$ cat src/rtl/seq_detect_param.sv
// seq_detect_param: parametrised serial pattern detector with a run-time
// loadable pattern, an input qualifier, overlap/non-overlap matching, a
// registered copy of the match flag and a saturating match counter.
module seq_detect_param #(
    parameter int               PAT_W     = 4,
    parameter logic [PAT_W-1:0] RESET_PAT = PAT_W'(4'b1010),
    parameter int               CNT_W     = 8
) (
    input  logic             clk,
    input  logic             rst,
    input  logic             in,
    input  logic             in_valid,
    input  logic             pat_load,
    input  logic [PAT_W-1:0] pat_in,
    input  logic             overlap,
    output logic             out,
    output logic             out_reg,
    output logic [CNT_W-1:0] match_cnt
);

    // fill counts valid history bits and tops out at PAT_W-1
    localparam int               FILL_W   = $clog2(PAT_W);
    localparam logic [FILL_W-1:0] FILL_MAX = FILL_W'(PAT_W - 1);

    logic [PAT_W-1:0]  pat_reg;
    // only the newest PAT_W-1 bits are ever needed to form a candidate
    logic [PAT_W-2:0]  hist_reg;
    logic [FILL_W-1:0] fill_reg;
    logic [CNT_W-1:0]  cnt_reg;

    logic [PAT_W-1:0]  cand;
    logic              accept;
    logic              match;

    // a load cycle drops the incoming bit, so it can never match
    assign cand   = {hist_reg, in};
    assign accept = in_valid & ~pat_load;
    assign match  = accept & (fill_reg == FILL_MAX) & (cand == pat_reg);

    assign out       = match;
    assign match_cnt = cnt_reg;

    // pattern register: reset value or run-time load
    always_ff @(posedge clk or negedge rst) begin
        if (!rst) begin
            pat_reg <= RESET_PAT;
        end else if (pat_load) begin
            pat_reg <= pat_in;
        end
    end

    // history shift and fill tracking; non-overlap discards the matched window
    always_ff @(posedge clk or negedge rst) begin
        if (!rst) begin
            hist_reg <= '0;
            fill_reg <= '0;
        end else if (pat_load) begin
            fill_reg <= '0;
        end else if (in_valid) begin
            if (match && !overlap) begin
                fill_reg <= '0;
            end else begin
                hist_reg <= cand[PAT_W-2:0];
                fill_reg <= (fill_reg == FILL_MAX) ? FILL_MAX : fill_reg + 1'b1;
            end
        end
    end

    // one-cycle delayed copy of the Mealy match flag
    always_ff @(posedge clk or negedge rst) begin
        if (!rst) begin
            out_reg <= 1'b0;
        end else begin
            out_reg <= match;
        end
    end

    // saturating match counter, cleared by a pattern load
    always_ff @(posedge clk or negedge rst) begin
        if (!rst) begin
            cnt_reg <= '0;
        end else if (pat_load) begin
            cnt_reg <= '0;
        end else if (match && (cnt_reg != {CNT_W{1'b1}})) begin
            cnt_reg <= cnt_reg + 1'b1;
        end
    end

endmodule
$ cat config.mk
export PLATFORM = sky130hd
export DESIGN_NAME = seq_detect_param
export DESIGN_NICKNAME = d
export VERILOG_FILES = /design/src/rtl/seq_detect_param.sv
export SDC_FILE = /design/constraint.sdc
export NUM_CORES = 1
export LEC_CHECK = 0
export BUFFER_PORTS_ARGS = -buffer_cell sky130_fd_sc_hd__buf_2
export CORE_MARGIN = 2
export CORE_UTILIZATION = 45
export CTS_CLUSTER_SIZE = 40
export DETAILED_ROUTE_END_ITERATION = 7
export PLACE_DENSITY = 0.68
export SYNTH_ARGS = -nofsm -noshare
export SYNTH_HDL_FRONTEND = slang
export SYNTH_SLANG_ARGS = --single-unit
$ cat constraint.sdc
create_clock -name clk -period 2.9 [get_ports clk]
set_clock_uncertainty 0.15 [all_clocks]
set_input_delay 0.29 -clock clk [delete_from_list [all_inputs] [get_ports clk]]
set_output_delay 0.29 -clock clk [all_outputs]
set_load 0.1 [all_outputs]
==> out/metrics.cfg <==
[sta]
fin_crit_sh_pct=77.61
fmax_ghz=0.4443
rsz0062_at_grt=no
finalSetupViolations=0
setup_tns_ns=0
finalCriticalPeriod_ns=2.251
worst_slew_pin_slew_ns=0.4876
hold_violations=0
whs_ns=0.07279
relSlewSlack_pct=67.72
slew_viol_final=0

[worst_setup_path]
path_max_fanout=3
worstReg2RegStart=pat_reg[1]$_DFFE_PN1P_
cp-end-kind=primary output
max_stage_delay_ns=0.55
critPathSlowestCell=dfstp_2
path_delay_family=flip-flops
critPathKind=reg2out
crit_start=pat_reg[1]$_DFFE_PN1P_
path_buf_inv=2
cp_data_arrival_time_ns=1.81
startpoint_type=flip-flop
worstPathRequired_ns=2.46
crit_chain=xor2_1 -> nor3_4 -> nand2_1 -> inv_1 -> buf_2

[logic_synthesis]
yosys-top-cells-area=dfrtp_1 46%, mux2_2 9.0%, dfstp_2 6.0%, xor2_1 6.0%, nor3_4 3.7%
syn_inst=75
ys_ff_latch=18
yosys-top-cells-count=16 x dfrtp_1, 7 x mux2_2, 6 x a21oi_1, 6 x nand2_1, 6 x xor2_1
synth_most_common_cell=dfrtp_1
synth_area_per_cell_um2=11.66
synth_top_cell_by_area=dfrtp_1
yosysUniqueCellTypes=26
yosysWarnings=0
synth.cell_area_um2=874.6
synth_nets=86
yosysSeqAreaShare_pct=51.79
synth_flop_cell=dfrtp_1
ys_async_sr_fraction_pct=100.0
synth_edf_count=0
yosysTopAreaCellShare_pct=45.78

[run]
drv_cap=0

[global_routing]
grt_max_degree=19
grt_pass1_wl_um=2539
grt_antenna_before_repair=0
globalRoute.totalOverflow=0
grt_pass1_vias=576
track_usage_pct=16.32

[routing]
dr.pass1.iters=3
ant_nets=0
dr.first_iter.drc_count=2
wl_per_cell_um=12.08
vias=663
drc_errors=0
wirelength_um=1486
viasPerCell=5.390

[clock_tree]
cts_made_buffers=3
tritoncts=built
cts-root-buf=clkbuf_4
clock_sinks=18
clk_latency_ns=0.29
clock_path_buffers=2
clk_pin_slew_ns=0.10
htreeDepth=1

[placement]
detailed_place_hpwl_um=1132
placed_area_um2=997.2
gp_congestion=0.6859
port_buffers=19

[power_and_ir_drop]
leakagePower_nw=0.4877
switchingPower_mw=0.1267
clkPwrFrac_pct=30.4
internal_power_mw=0.3801
combPwrFrac_pct=13.5
pwr-share-seq_pct=56.0
swShare_pct=25.00
p_total_mw=0.5069
cellPowerDensity_mw_per_mm2=485.7
ir_drop_uv=280.6

[layout]
seq_area_um2=452.9
largest_reg_flops=8
fill_cells=169
final_cell_area_mm2=0.001044
drive_gt1_share_pct=36.73
nets=110
multi_input_area_um2=414.1
syn2layout_area_growth_pct=19.31
final_core_util_pct=58.53
diodes=0

[min_path]
min_path_type=in2reg
worstHoldStart=pat_in[0]

[die]
die_area_mm2=0.002312
io_pins=20
core_area_mm2=0.001783
die_x_um=48.09
initial_core_util_pct=49.05
rows=15
die_h_um=48.09

[status]
status=finished clean

-- worst register-to-register path, cell delays in order, from the launching register on --
cell and delay (ns):
dfstp_2 0.55, xor2_1 0.09, nor3_4 0.26, nand2_1 0.12, o21bai_1 0.28, mux2_2 0.38
-- metal layers --
layer	vias up	part of all wire [%]	track usage (%)
met4	0	0.94	4.865
met3	2	5.2	6.038
li1	321	-	-
met5	-	0	0
met1	325	44	20.85
met2	15	50	25.87
-- final timing paths --
kind	to	slack, ns	depth (start not counted)
max	out	0.65	5
min	pat_reg[0]$_DFFE_PN0P_	0.07	2
max reg2reg	hist_reg[1]$_DFFE_PN0P_	0.97	5
min reg2reg	hist_reg[2]$_DFFE_PN0P_	0.39	1
max in group asynchronous	pat_reg[3]$_DFFE_PN1P_	1.98	2
min in group asynchronous	match_cnt[6]$_DFFE_PN0P_	0.29	2
-- logic make-up after synthesis --
family	Yosys count	synth area share, %
and+or+nand+nor	27	21.03
DFF	18	51.79
AOI/OAI and AO/OA	13	8.726
muxes	8	10.16
xor gates and xnor gates	6	6.009
buffers and inverters	2	0.8575
adders and majority gates	1	1.430
-- repair_timing --
item | CTS | global route
buffers inserted | 0 | 0
resized for setup | 0 | 0
hold buffers | 1 | 0
endpoints found under the hold margin | 16 | 0
-- cells in the final DEF, fill, tap and decap left out, types with 3 or more instances in the layout --
| master | netlist | final |
|---|---|---|
| mux2_2 | 7 | 7 |
| o21ai_0 | 3 | 3 |
| or3_1 | 3 | 3 |
| nor2_1 | 4 | 4 |
| buf_2 | 0 | 19 |
| dfrtp_1 | 16 | 16 |
| a21oi_1 | 6 | 6 |
| xor2_1 | 6 | 6 |
| nand2_1 | 6 | 6 |
| clkbuf_4 | 0 | 3 |
-- power by group through the flow --
| stage | clock network [mW] | logic (mW) | registers (mW) |
|---|---|---|---|
| 2_1_floorplan | 0 | 0.0506 | 0.286 |
| 3_3_place_gp | 0 | 0.0674 | 0.289 |
| 3_5_place_dp | 0 | 0.0694 | 0.289 |
| 4_1_cts | 0.160 | 0.0705 | 0.284 |
| 5_1_grt | 0.172 | 0.0768 | 0.287 |
| 6_report | 0.154 | 0.0687 | 0.284 |
-- stage by stage --
| stage | instances | worst slack (ns) |
|---|---|---|
| 2_1_floorplan | 75 | 0.6255 |
| 3_3_place_gp | 118 | 0.9195 |
| 3_5_place_dp | 118 | 0.8868 |
| 4_1_cts | 123 | 0.6199 |
| 5_1_grt | 123 | 0.5461 |
| 6_report | 123 | 0.6493 |
-- area by class of cell --
type                       count  area share (%)
sequential                    18           43.41
multi-input combinational     55           39.69
timing repair buffer          20           10.07
clock buffer                   4           3.477
tap                           25           2.998
inverter                       1          0.3597
No activity file was read; power rests on OpenSTA's default activity.
